===== config.mk =====
export PLATFORM = sky130hd
export DESIGN_NAME = mux_nto1_cfg_ctx_flat
export DESIGN_NICKNAME = d
export VERILOG_FILES = /design/src/rtl/mux_nto1_cfg_ctx_pkg.sv /design/src/rtl/mux_nto1_cfg_ctx_if.sv /design/src/rtl/mux_nto1_cfg_ctx_chain.sv /design/src/rtl/mux_nto1_cfg_ctx.sv /design/src/flat_wrapper.sv
export SDC_FILE = /design/constraint.sdc
export NUM_CORES = 1
export LEC_CHECK = 0
export ABC_AREA = 1
export CAP_MARGIN = 20
export CORE_AREA = 10 10 137 139
export CTS_CLUSTER_SIZE = 8
export DETAILED_ROUTE_END_ITERATION = 7
export DIE_AREA = 0 0 147 149
export GPL_ROUTABILITY_DRIVEN = 0
export PLACE_DENSITY = 0.8
export SLEW_MARGIN = 5
export SYNTH_ARGS = -nofsm -noshare
export SYNTH_HDL_FRONTEND = slang
export SYNTH_SLANG_ARGS = --single-unit

===== constraint.sdc =====
create_clock -name CGRA_Clock -period 1.85 [get_ports CGRA_Clock]
set_clock_uncertainty 0.05 [all_clocks]
set_input_delay 0.37 -clock CGRA_Clock [delete_from_list [all_inputs] [get_ports CGRA_Clock]]
set_output_delay 0.37 -clock CGRA_Clock [all_outputs]
set_load 0.02 [all_outputs]

===== src/rtl/mux_nto1_cfg_ctx_pkg.sv =====
// cgra_mux_pkg: width helpers and chain-order constant shared by the mux and its config cells
// Exports clog2, sel_w, ctx_w, cfg_bits and CGRA_CFG_SHIFT_LSB_OUT.
package cgra_mux_pkg;
  // Chains shift toward bit 0; bit 0 leaves the cell and feeds the next one.
  localparam bit CGRA_CFG_SHIFT_LSB_OUT = 1'b1;
  function automatic int clog2(input int v);
    int r = 0;
    while ((1 << r) < v) r++;
    return r;
  endfunction
  function automatic int sel_w(input int n);
    return clog2(n);
  endfunction
  function automatic int ctx_w(input int c);
    return c > 1 ? clog2(c) : 1;
  endfunction
  function automatic int cfg_bits(input int n, input int c);
    return c * sel_w(n);
  endfunction
endpackage


===== src/rtl/mux_nto1_cfg_ctx_if.sv =====
// mux_nto1_cfg_ctx_if: data, valid, context and config-chain bus of the routing mux
// Inputs: in_flat, in_valid, ctx, config_enable, config_in.
// Outputs: config_out, out, out_valid, sel_error.
// master drives the inputs, slave is the mux.
interface mux_nto1_cfg_ctx_if
  import cgra_mux_pkg::*;
#(
  parameter int SIZE       = 32,
  parameter int NUM_INPUTS = 10,
  parameter int CONTEXTS   = 2
) ();
  localparam int CTX_W = ctx_w(CONTEXTS);
  logic [NUM_INPUTS*SIZE-1:0] in_flat;
  logic [NUM_INPUTS-1:0]      in_valid;
  logic [CTX_W-1:0]           ctx;
  logic                       config_enable;
  logic                       config_in;
  logic                       config_out;
  logic [SIZE-1:0]            out;
  logic                       out_valid;
  logic                       sel_error;
  modport master (
    output in_flat, in_valid, ctx, config_enable, config_in,
    input  config_out, out, out_valid, sel_error
  );
  modport slave (
    input  in_flat, in_valid, ctx, config_enable, config_in,
    output config_out, out, out_valid, sel_error
  );
endinterface


===== src/rtl/mux_nto1_cfg_ctx_chain.sv =====
// config_shift_chain: serial config register, shifts toward bit 0 while enabled
// Ports: clk, rst_n (async active-low), enable, in (serial in), out (= data[0]), data (parallel contents).
module config_shift_chain #(
  parameter int WIDTH = 8
) (
  input  logic             clk,
  input  logic             rst_n,
  input  logic             enable,
  input  logic             in,
  output logic             out,
  output logic [WIDTH-1:0] data
);
  if (WIDTH > 1) begin : g_wide
    always_ff @(posedge clk or negedge rst_n)
      if (!rst_n) data <= '0;
      else if (enable) data <= {in, data[WIDTH-1:1]};
  end else begin : g_bit
    always_ff @(posedge clk or negedge rst_n)
      if (!rst_n) data <= '0;
      else if (enable) data <= in;
  end
  assign out = data[0];
endmodule


===== src/rtl/mux_nto1_cfg_ctx.sv =====
// mux_nto1_cfg_ctx: N:1 CGRA routing mux with per-context selects held in a serial config chain
// Ports: CGRA_Clock, CGRA_Reset_n (async active-low), bus (slave side of mux_nto1_cfg_ctx_if).
// REGISTERED=1 gives a one-cycle output register that only loads on valid; 0 is purely combinational.
module mux_nto1_cfg_ctx
  import cgra_mux_pkg::*;
#(
  parameter int SIZE       = 32,
  parameter int NUM_INPUTS = 10,
  parameter int CONTEXTS   = 2,
  parameter int REGISTERED = 1
) (
  input logic CGRA_Clock,
  input logic CGRA_Reset_n,
  mux_nto1_cfg_ctx_if.slave bus
);
  localparam int SEL_W    = sel_w(NUM_INPUTS);
  localparam int CTX_W    = ctx_w(CONTEXTS);
  localparam int CFG_BITS = cfg_bits(NUM_INPUTS, CONTEXTS);
  // Chain padded to every ctx encoding so out-of-range contexts read zeros rather than past the end.
  localparam int PAD_W    = (1 << CTX_W) * SEL_W;
  logic [CFG_BITS-1:0] chain;
  logic [PAD_W-1:0]    padded;
  logic [SEL_W-1:0]    sel;
  logic [SIZE-1:0]     data;
  logic                legal;
  logic                v;
  config_shift_chain #(.WIDTH(CFG_BITS)) u_chain (
    .clk    (CGRA_Clock),
    .rst_n  (CGRA_Reset_n),
    .enable (bus.config_enable),
    .in     (bus.config_in),
    .out    (bus.config_out),
    .data   (chain)
  );
  assign padded = PAD_W'(chain);
  assign sel    = padded[bus.ctx*SEL_W +: SEL_W];
  assign legal  = int'(bus.ctx) < CONTEXTS && int'(sel) < NUM_INPUTS;
  assign data   = legal ? bus.in_flat[sel*SIZE +: SIZE] : '0;
  assign v      = legal && bus.in_valid[sel] && !bus.config_enable;
  // Sticky until a reload starts; reload cycles never flag.
  always_ff @(posedge CGRA_Clock or negedge CGRA_Reset_n)
    if (!CGRA_Reset_n) bus.sel_error <= 1'b0;
    else if (bus.config_enable) bus.sel_error <= 1'b0;
    else if (!legal) bus.sel_error <= 1'b1;
  if (REGISTERED != 0) begin : g_reg
    always_ff @(posedge CGRA_Clock or negedge CGRA_Reset_n)
      if (!CGRA_Reset_n) begin
        bus.out       <= '0;
        bus.out_valid <= 1'b0;
      end else begin
        bus.out_valid <= v;
        if (v) bus.out <= data;
      end
  end else begin : g_comb
    assign bus.out       = data;
    assign bus.out_valid = v;
  end
endmodule

===== src/flat_wrapper.sv =====
// flat-port wrapper written by rule: the top's interface ports become plain ports
module mux_nto1_cfg_ctx_flat import cgra_mux_pkg::*;
#(
  parameter int SIZE       = 32,
  parameter int NUM_INPUTS = 10,
  parameter int CONTEXTS   = 2,
  parameter int REGISTERED = 1
)
  (CGRA_Clock, CGRA_Reset_n, bus_in_flat, bus_in_valid, bus_ctx, bus_config_enable, bus_config_in, bus_config_out, bus_out, bus_out_valid, bus_sel_error);
  mux_nto1_cfg_ctx_if #(.SIZE(SIZE), .NUM_INPUTS(NUM_INPUTS), .CONTEXTS(CONTEXTS)) bus_i ();
  input logic CGRA_Clock;
  input logic CGRA_Reset_n;
  input wire logic [$bits(bus_i.in_flat)-1:0] bus_in_flat;
  input wire logic [$bits(bus_i.in_valid)-1:0] bus_in_valid;
  input wire logic [$bits(bus_i.ctx)-1:0] bus_ctx;
  input wire logic [$bits(bus_i.config_enable)-1:0] bus_config_enable;
  input wire logic [$bits(bus_i.config_in)-1:0] bus_config_in;
  output wire logic [$bits(bus_i.config_out)-1:0] bus_config_out;
  output wire logic [$bits(bus_i.out)-1:0] bus_out;
  output wire logic [$bits(bus_i.out_valid)-1:0] bus_out_valid;
  output wire logic [$bits(bus_i.sel_error)-1:0] bus_sel_error;
  assign bus_i.in_flat = bus_in_flat;
  assign bus_i.in_valid = bus_in_valid;
  assign bus_i.ctx = bus_ctx;
  assign bus_i.config_enable = bus_config_enable;
  assign bus_i.config_in = bus_config_in;
  assign bus_config_out = bus_i.config_out;
  assign bus_out = bus_i.out;
  assign bus_out_valid = bus_i.out_valid;
  assign bus_sel_error = bus_i.sel_error;
  mux_nto1_cfg_ctx #(.SIZE(SIZE), .NUM_INPUTS(NUM_INPUTS), .CONTEXTS(CONTEXTS), .REGISTERED(REGISTERED)) u_core (.CGRA_Clock(CGRA_Clock), .CGRA_Reset_n(CGRA_Reset_n), .bus(bus_i));
endmodule

# Word-level counts from Yosys, hierarchy flattened
# Cells that the tools add are included.
[totals]
regBits = 42
output_inout_bits = 35
elab_cells = 17
input_bits = 335
[op_classes]
reduce_logical = 3
n_lt_le_gt_ge = 2
shift = 2
mux = 5
n_eq_ne = 1
[op_table]
columns = ["cell", "n"]
rows = [
  ["$shiftx A320 B10 Y32", 1],
  ["$mux W32", 1],
  ["$shiftx A8 B4 Y4", 1],
  ["$lt A4 B5 Y1 const B", 1],
  ["$bmux W1 S4", 1],
  ["$lt A4 B4 Y1 const B", 1],
  ["$mux W1", 3],
  ["$logic_and A1 B1 Y1", 2],
  ["$ne A2 B2 Y1 const B", 1],
  ["$logic_not A1 Y1", 1],
]

# Longest topological paths before layout
# Gate-level depths: netlist of the first run.
[logic_depth]
depth_word = 5
ltp_mapped = 13

# Hierarchy
# From an unflattened synthesis of the first run, not the netlist that was laid out.
[hier_totals]
hier_cells = 886
area_unflattened_um2 = 4804.6
[modules_own_cells]
columns = ["mod", "instances", "cells_each", "area_each_um2"]
rows = [
  ["mux_nto1_cfg_ctx", 1, 851, 4491.8],
  ["config_shift_chain", 1, 35, 312.8],
]

# Worst setup path after synthesis of the first run
# No wires, ideal clock.
[synth_path]
kind = "input -> register"
startpoint = "in bus_ctx"
endpoint = "reg u_core.bus.out[10]"
path_slack_ns = 0.133
arrival_time_ns = 1.549
cell_stages = 11
path_cell_list = "buf_4 > inv_4 > nand2_1 > nand2_1 > buf_2 > buf_1 > nand3_1 > nand3_1 > nand3_1 > nand3_1 > nand2_1"
[synth_between]
elab_chain_cells = 5
word_cells_on_any_way = 8
cone_classes = "order compare: 1; shift: 2; mux: 3; reduce/logical: 2"
[synth_rtl]
columns = ["element", "line", "source"]
rows = [
  ["from (decl)", "flat_wrapper.sv:15", "input wire logic [$bits(bus_i.ctx)-1:0] bus_ctx;"],
  ["$shiftx A8 B4 Y4 *", "mux_nto1_cfg_ctx.sv:36", "assign sel = padded[bus.ctx*SEL_W +: SEL_W];"],
  ["parallel branches: the longest is 4 deep, another holds $shiftx A320 B10 Y32", "--", ""],
  ["to (signal assigned)", "mux_nto1_cfg_ctx.sv:52", "if (v) bus.out <= data;"],
  ["to (decl)", "mux_nto1_cfg_ctx_if.sv:28", "output config_out, out, out_valid, sel_error"],
]
# Mark *: on every way between the ends. The select of a mux whose other input is x is not followed.
# A chain may end at the register's enable or synchronous reset.

# Worst setup path after layout of the first run
[layout_path]
startpoint = "reg u_core.u_chain.data[1]"
endpoint = "reg u_core.bus.out[10]"
[layout_between]
elab_chain_cells = 5
word_cells_on_any_way = 8
cone_classes = "order compare: 1; shift: 2; mux: 3; reduce/logical: 2"
[layout_rtl]
columns = ["element", "line", "source"]
rows = [
  ["from (decl)", "mux_nto1_cfg_ctx_chain.sv:11", "output logic [WIDTH-1:0] data"],
  ["from (signal assigned)", "mux_nto1_cfg_ctx_chain.sv:16", "else if (enable) data <= {in, data[WIDTH-1:1]};"],
  ["$shiftx A8 B4 Y4 *", "mux_nto1_cfg_ctx.sv:36", ""],
  ["parallel branches: the longest is 4 deep, another holds $shiftx A320 B10 Y32", "--", ""],
]
# Marked as above.

==> results, run 1 <==
- The static power due to leakage is 4.00 nW.
- At the pin with the least slew margin, the transition time is approximately 0.56 ns.
- The number of slew-limit violations in the final report is 0.
- The starting density of the core is 29.2%.
- On the worst path, the slowest cell contributes a delay of a little under 0.4 ns.
- In this run the tightest slew margin relative to its limit is between 60% and 70%.
- The standard cell area after detailed placement is ~8900 µm².
- In the routed design, unresolved DRC markers number 0.
- The sum of routed wire length over all layers is ~29000 µm.
- Sorting the synthesized cells by area gives the leading types as sky130_fd_sc_hd__nand3_1 (31%), sky130_fd_sc_hd__nand2_1 (26%), sky130_fd_sc_hd__dfrtp_1 (22%).
- The fraction of layout instances using a drive strength above 1 is under 10%.
- The min-delay analysis places its worst path in the category in -> async.
- Data on the critical path is required at its endpoint by roughly 2.0 ns.
- The repair_antennas step left the layout with diodes totalling 0.
- The via count of the first global-routing pass was approximately 7500.
- The number of vias per cell is about 5.2.
- The final-report hold violation count was 0.
- Dividing the detail-routed wire length by the instance count gives ~20 µm.
- Summing over every cut layer, the via total after detailed routing is 7642.
- The total of hold buffers inserted after clock tree synthesis is 0.
- 370 I/O pins were placed.
- The first detailed-routing pass ran for 5 iterations.
- The finished layout holds about 1500 standard cells, fillers aside.
- The critical path in this run is classified as reg -> reg.
- After the first detailed-routing iteration, the DRC count stood at 519.
- After routing the design area is 9310 µm².
- The CTS sink count is 42.
- The clock root buffer is sky130_fd_sc_hd__clkbuf_16.
- The number of placement rows is between 40 and 50.
- The number of clock buffers inserted by TritonCTS is 5.
- The worst-case reg-to-reg path depth is 11.
- The top cell type by area accounts for between 30% and 40% of the synthesized area.
- Across the VDD grid, the largest voltage drop is roughly 400 µV.
- For this run, the number of Yosys warnings is 0.
- After floorplanning, the core was sized to cover approximately 16000 µm².
- The clock reaches the later pin of the worst-skew pair after ~0.29 ns.
- The H-tree was split into 2 levels.
- The total negative slack for setup checks is 0 ns.
- The die is between 100 and 150 µm tall.
- The clock passes through at most 2 buffers.
- The first global-routing pass estimated approximately 41000 µm of wire.
- The half-perimeter wire length after placement is 21700 µm.
- The floorplan step set the die width to 147 µm.
- The leading area contributor after synthesis is sky130_fd_sc_hd__nand3_1.
- The type of destination of the critical path is a flop.
- The category of the worst setup path launch point is a flop.
- The count of antenna-violating nets left after detailed routing is 0.
- The worst endpoint data arrival time is 1.94 ns.
- The CTS clock-pin slew for the worst setup and hold paths is around 0.06 ns.
- In this run the worst path has a maximum fanout of 5.
- The cell area after synthesis is between 4000 and 5000 µm².
- The area of the die is between 20000 and 25000 µm².
- Traced cell by cell, the critical path runs through inv_2 > nand2_1 > nand2_2 > nand2_2 > buf_4 > clkinvlp_4 > clkbuf_16 > o21ai_0 > o21ai_0 > nand3_1 > nand2_1.
- The cell count after placement is about 1400.
- Entering global routing, the biggest net connects 80 pins.
- The cell count after synthesis is a little under 900.
- Setup violations remaining at the end of the flow were counted as 0.
- After synthesis, flip-flops and latches occupy roughly 22% of the total area.
- After filler insertion, the fill cell instance count of the layout stands at about 1600.
- The flow ran to the end, and the final reports show no timing, DRC or antenna violations.
- The source of the critical timing path is u_core.u_chain.data[1].
- The fraction of the cycle the final worst path needs is 95.3%.
- The number of antenna violations at the first check in global routing is 0.
- The startpoint identified for the worst register-to-register timing path is u_core.u_chain.data[1].
- Port buffering added roughly 370 buffers.
- The clock period minus worst slack is roughly 1.8 ns.
- TritonCTS built the clock tree.
- In this run the power density over the cells is ~770 nW/µm².
- The fmax is 567 MHz.
- The residual overflow from global routing is 0.
- The distinct cell type count of the synthesized netlist is 19.
- The library cell contributing the largest single delay on the critical path is sky130_fd_sc_hd__dfrtp_1.
- The tightest hold path in the finished design has a slack of 0.0201 ns.
- The number of register bits inferred by synthesis is between 40 and 50.
- Global routing consumed, over all layers together, about a quarter of the routing resources.
- A synthesized cell averages 5.45 µm².
- The number of nets handed over by synthesis was 1202.
- Across the run, the number of max-cap violations was 0.
- For this run, the post-layout net count is approximately 1600.
- Relative to the synthesized area, the layout overhead comes to 97.1%.
==> cell families after synthesis <==
group	count (synthesis)	synth area share (%)
AO/OA/AOI/OAI	73	7.73
flip-flops	42	22.2
buffers and inverters	88	8.87
AND/OR/NAND/NOR	664	61.1
==> cell usage in the layout, fill, tap and decap left out <==
cell type	count
sky130_fd_sc_hd__o21ai_1	11
sky130_fd_sc_hd__buf_12	10
sky130_fd_sc_hd__nand3_2	2
sky130_fd_sc_hd__clkbuf_1	2
sky130_fd_sc_hd__nand3_1	295
sky130_fd_sc_hd__nor2_1	34
sky130_fd_sc_hd__nor2_2	2
sky130_fd_sc_hd__nor2_4	2
sky130_fd_sc_hd__buf_16	3
sky130_fd_sc_hd__nand2_4	3
sky130_fd_sc_hd__buf_4	45
sky130_fd_sc_hd__a21oi_1	1
sky130_fd_sc_hd__inv_1	7
sky130_fd_sc_hd__clkinvlp_4	1
sky130_fd_sc_hd__buf_6	5
sky130_fd_sc_hd__dlygate4sd2_1	1
sky130_fd_sc_hd__clkbuf_16	10
sky130_fd_sc_hd__nand2_2	6
sky130_fd_sc_hd__nand2_1	321
sky130_fd_sc_hd__dfrtp_1	42
sky130_fd_sc_hd__o21ai_0	60
sky130_fd_sc_hd__buf_2	2
sky130_fd_sc_hd__inv_2	4
sky130_fd_sc_hd__a21oi_4	1
sky130_fd_sc_hd__clkdlybuf4s50_1	366
sky130_fd_sc_hd__inv_4	1
==> registers in the layout, summed over array words and instances (netlist names) <==
register and flops:
u_core.bus.out_valid 1, u_core.bus.out 32, u_core.u_chain.data 8, u_core.bus.sel_error 1
==> metal layers <==
metal | up-vias | GRT usage (%) | wire, µm
met1 | 3537 | 26.0 | 10700
met2 | 411 | 42.5 | 14400
met3 | 58 | 6.04 | 2500
met5 | - | 0 | 0
li1 | 3636 | - | -
met4 | 0 | 9.46 | 1000
==> per-stage QoR <==
step / util (%) / power (W) / setup WS [ns]
after global routing: 57.6 / 0.00758 / -0.0203
after detailed placement: 55.0 / 0.00604 / -0.899
after CTS: 56.3 / 0.00699 / 0.0300
final: 57.6 / 0.00714 / 0.0874
after global placement: 55.0 / 0.00597 / -0.791
after floorplan: - / 0.00366 / 0.133
==> where the power goes <==
part / total [W] / switching [W] / internal, W / leakage, nW
logic: 0.00475 / 0.00249 / 0.00226 / 3.41
registers: 0.00154 / 0.000239 / 0.00130 / 0.526
clock network: 0.000846 / 0.000352 / 0.000494 / 0.0640
total: 0.00714 / 0.00308 / 0.00406 / 4.00
==> layout make-up <==
cell class / instances / area, µm² / share of cell area (%)
Inverter: 13 / 55.1 / 0.591
Multi-Input combinational cell: 738 / 3310 / 35.6
Clock buffer: 7 / 133 / 1.42
Tap cell: 220 / 275 / 2.96
Timing Repair Buffer: 437 / 4480 / 48.2
Sequential cell: 42 / 1050 / 11.3
==> synth_stat cells <==
library cell and n:
sky130_fd_sc_hd__inv_1 11, sky130_fd_sc_hd__nand3_1 297, sky130_fd_sc_hd__buf_1 12, sky130_fd_sc_hd__nor2_1 35
sky130_fd_sc_hd__nand2_1 326, sky130_fd_sc_hd__dfrtp_1 42, sky130_fd_sc_hd__buf_2 27, sky130_fd_sc_hd__nand2_2 3
sky130_fd_sc_hd__buf_4 6, sky130_fd_sc_hd__inv_2 1, sky130_fd_sc_hd__o21ai_1 4, sky130_fd_sc_hd__nor2_4 1
sky130_fd_sc_hd__a21oi_1 2, sky130_fd_sc_hd__nand2_4 1, sky130_fd_sc_hd__buf_6 4, sky130_fd_sc_hd__inv_4 1
sky130_fd_sc_hd__clkbuf_1 26, sky130_fd_sc_hd__nor2_2 1, sky130_fd_sc_hd__o21ai_0 67
==> critical path: cells and delay by family, from the launching register on <==
family | cells | cell delay, ns
flops | 1 | 0.39
buf+inv | 4 | 0.51
simple gates | 5 | 0.42
compound gates | 2 | 0.33
==> worst paths after layout <==
kind | endpoint | slack (ns)
max | u_core.bus.out[10] | 0.09
min | u_core.u_chain.data[7] | 0.02
max reg2reg | u_core.bus.out[10] | 0.09
min reg2reg | u_core.bus.out[11] | 0.43
max in group asynchronous | u_core.bus.out[9] | 1.20
min in group CGRA_Clock | u_core.bus.out[11] | 0.43
==> what timing repair did <==
action | CTS | global route
buffers inserted | 4 | 4
pin swaps | 3 | 4
resized for setup | 9 | 24
cloned | 1 | 5
endpoints found under the setup margin | 34 | 32
Power figures use the tool's default switching activity.
==> inputs of run 2 (changes only) <==
CTS_CLUSTER_SIZE = default   (was 8)
SKIP_LAST_GASP = 1   (was default)
==> results of run 2 <==
The final DEF is identical to that of run 1; final timing and power are the same.
==> inputs of run 3 (changes only) <==
GPL_TIMING_DRIVEN = 0   (was default)
==> run 3 against run 2 <==
  * Combinational power increased by 1%
  * Maximum frequency decreased by 2.0%
  * Final cell count is 1.6% higher
  * Flip-flop and latch count unchanged
  * Critical path type unchanged
==> results, run 3 (synthesis results as in run 1) <==
- In this run the core area contains 47 standard-cell rows.
- Compared with the post-synthesis result, the final layout area differs by 97.4%.
- The overall power consumption is ~0.0072 W.
- The static power due to leakage is 4.06 nW.
- The die is 149 µm tall.
- For this run the aggregate overflow at the end of global routing stands at 0.
- The sequential fraction of design power is 21.1%.
- The flip-flop count of the largest register, all copies and words added is 32.
- The number of maximum-capacitance constraint violations is 0.
- For the worst setup path, the data required time is ~2 ns.
- In this run the tightest slew margin relative to its limit is about 71%.
- The multi-input logic area is between 3000 and 4000 µm².
- Clock tree synthesis selected as its root buffer the cell sky130_fd_sc_hd__clkbuf_16.
- The cell internal power dissipation is about 0.0040 W.
- After detailed placement, the design holds a cell count of between 1000 and 1500.
- The post-route DRC violation count is 0.
- Traced cell by cell, the critical path runs through nand2_4 > nand2_4 > buf_8 > buf_12 > buf_6 > nand2_1 > nand3_1 > nand3_1 > nand3_2 > nand3_1 > nand2_1.
- The clock period minus worst slack is about 1.8 ns.
- Leaving out filler cells and counting taps, the final layout contains 1481.
- The number of clock buffers inserted by TritonCTS is 5.
- The CTS clock-pin slew for the worst setup and hold paths is approximately 0.060 ns.
- Of all nets on the critical path, the largest fanout is 10.
- The number of slew-limit violations in the final report is 0.
- The total power density per cell area is between 700 and 800 nW/µm².
- CTS built an H-tree with a depth of 2.
- The floorplan core area is 16200 µm².
- The library cell contributing the largest single delay on the critical path is sky130_fd_sc_hd__dfrtp_1.
- The overall via count from detail_route is 7776.
- The count of antenna-violating nets left after detailed routing is 0.
- Across the VDD grid, the largest voltage drop is 464 µV.
- The fmax is 556 MHz.
- After detailed routing, the wire length on met1 is approximately 12000 µm.
- The sum of routed wire length over all layers is a little over 30000 µm.
- TritonCTS built the clock tree.
- In the final layout, the registers with the most flip-flops are u_core.bus.out x32, u_core.u_chain.data x8.
- The critical path starts at u_core.u_chain.data[0].
- Summed over all nets, the half-perimeter wirelength after detailed placement is approximately 25000 µm.
- The longest individual stage delay on the worst path is 0.42 ns.
- The register with the most flip-flops is u_core.bus.out.
- The power share of the combinational group is 67.0%.
- The DRC violation total after the first TritonRoute iteration is ~640.
- After detailed routing, no signal wire sits above met4.
- Detailed routing placed a total of approximately 2700 µm of wire on met3.
- The total of endpoints with negative setup slack in the final report is 0.
- The insertion delay to the later sink of the worst-skew pair is ~0.28 ns.
- The clock group share of total power is roughly an eighth.
- The starting density of the core is just under 30%.
- The via count of the first global-routing pass came to 7762.
- The worst endpoint data arrival time is 1.92 ns.
- The CTS sink count is between 40 and 50.
- The category of the worst setup path launch point is a flop.
- The number of nets at the end of the flow is approximately 1600.
- The type of the worst setup path is reg -> reg.
- The worst min-delay path category is reg -> reg.
- The cell type with the highest occurrence count on the critical path is sky130_fd_sc_hd__nand3_1.
- Summing all flip-flop and latch instances after layout gives ~1100 µm².
- The fraction of the cycle the final worst path needs is between 90% and 100%.
- The detailed-routing iteration count for the pre-antenna-repair pass is 6.
- The worst flop-to-flop path startpoint is u_core.u_chain.data[0].
- The per-cell routed wire length is 20.7 µm.
- The fraction of layout instances using a drive strength above 1 is under 10%.
- The pin count of the biggest net entering global routing is 28.
- Cells fill slightly below 60% of the core in the end.
- The final-report hold violation count is 0.
- The startpoint of the tightest hold check path is u_core.bus.out[9].
- The area of the die is 21900 µm².
- The most common cell after layout, fill and taps aside is sky130_fd_sc_hd__clkdlybuf4s50_1.
- The floorplan step set the die width to approximately 150 µm.
- The first global-routing pass estimated around 44000 µm of wire.
- The number of antenna violations at the first check in global routing is 1.
- The number of top-level pins is 370.
- The fill cell instance count of the final layout is roughly 1600.
- Setup repair after global routing could not meet its margin everywhere.
- The total global routing track utilization is 25.7%.
- The library cells used most frequently in the layout, excluding fill and tap cells, are sky130_fd_sc_hd__clkdlybuf4s50_1 (367), sky130_fd_sc_hd__nand2_1 (317), sky130_fd_sc_hd__nand3_1 (290).
- The transition time of the tightest slew-check pin is ~0.43 ns.
- In this run the tool buffered the top-level ports with approximately 370 buffer cells.
- After detailed routing, the met2 layer carries about 15000 µm of wire.
- The flow ran to the end, and the final reports show no timing, DRC or antenna violations.
- The switching part of the total power is 44.0%.
- The analysis attributes to net switching a power of 0.00317 W.
- STA classifies the critical path endpoint as a flop.
- The maximum buffer depth of the clock tree is 2.
- The number of vias per cell is 5.25.
==> run 3: area by class of cell <==
cell class | instances | area share [%]
Tap cell | 220 | 2.95
Timing Repair Buffer | 387 | 41.9
Sequential cell | 42 | 11.3
Antenna cell | 1 | 0.0268
Clock buffer | 7 | 1.42
Multi-Input combinational cell | 737 | 36.0
Buffer | 74 | 5.94
Inverter | 13 | 0.550
==> run 3: what timing repair did <==
item | in CTS | in global routing
pin swaps | 3 | 9
gates resized for setup | 47 | 97
hold buffers | 1 | 0
endpoints found under the setup margin | 32 | 32
hold endpoints to repair | 15 | 0
buffers inserted | 5 | 7
cloned | 0 | 5
==> run 3: layer usage <==
layer / up-vias / global-route usage [%]
li1: 3680 / -
met1: 3587 / 29.2
met2: 442 / 44.8
met3: 67 / 5.89
met4: 0 / 12.3
met5: - / 0
==> run 3: critical path, delay by kind of cell, from the launching register on <==
family                 cells  cell delay [ns]
buffers and inverters      3             0.44
DFF                        1             0.42
and+or+nand+nor            8             0.77
==> run 3: path summary, 6_finish.rpt <==
path | to | cells past startpoint | slack (ns)
setup / recovery | u_core.bus.out[16] | 11 | 0.05
hold / removal | u_core.bus.out[9] | 2 | 0.43
setup reg to reg | u_core.bus.out[16] | 11 | 0.05
hold reg to reg | u_core.bus.out[9] | 2 | 0.43
max in group asynchronous | u_core.bus.out[9] | 3 | 0.74
min in group asynchronous | u_core.u_chain.data[0] | 2 | 0.50
==> run 3: through the flow <==
step                TNS (ns)  hold slack (ns)  area (µm²)  worst slack, ns
detailed placement    -14.51            0.271        8700           -0.588
finish                     0            0.431        9330           0.0518
floorplan                  0           0.0244        4720            0.133
global route          -0.119            0.438        9330          -0.0252
global placement      -51.14            0.407        8680           -0.897
CTS                   -0.116            0.431        8970          -0.0414
==> run 3: power groups by stage <==
stage | sequential, W | combinational (W) | clock [W]
CTS | 0.00152 | 0.00456 | 0.000858
detailed placement | 0.00153 | 0.00447 | 0
floorplan | 0.00197 | 0.00169 | 0
finish | 0.00152 | 0.00482 | 0.000855
global placement | 0.00151 | 0.00441 | 0
global route | 0.00157 | 0.00516 | 0.000894
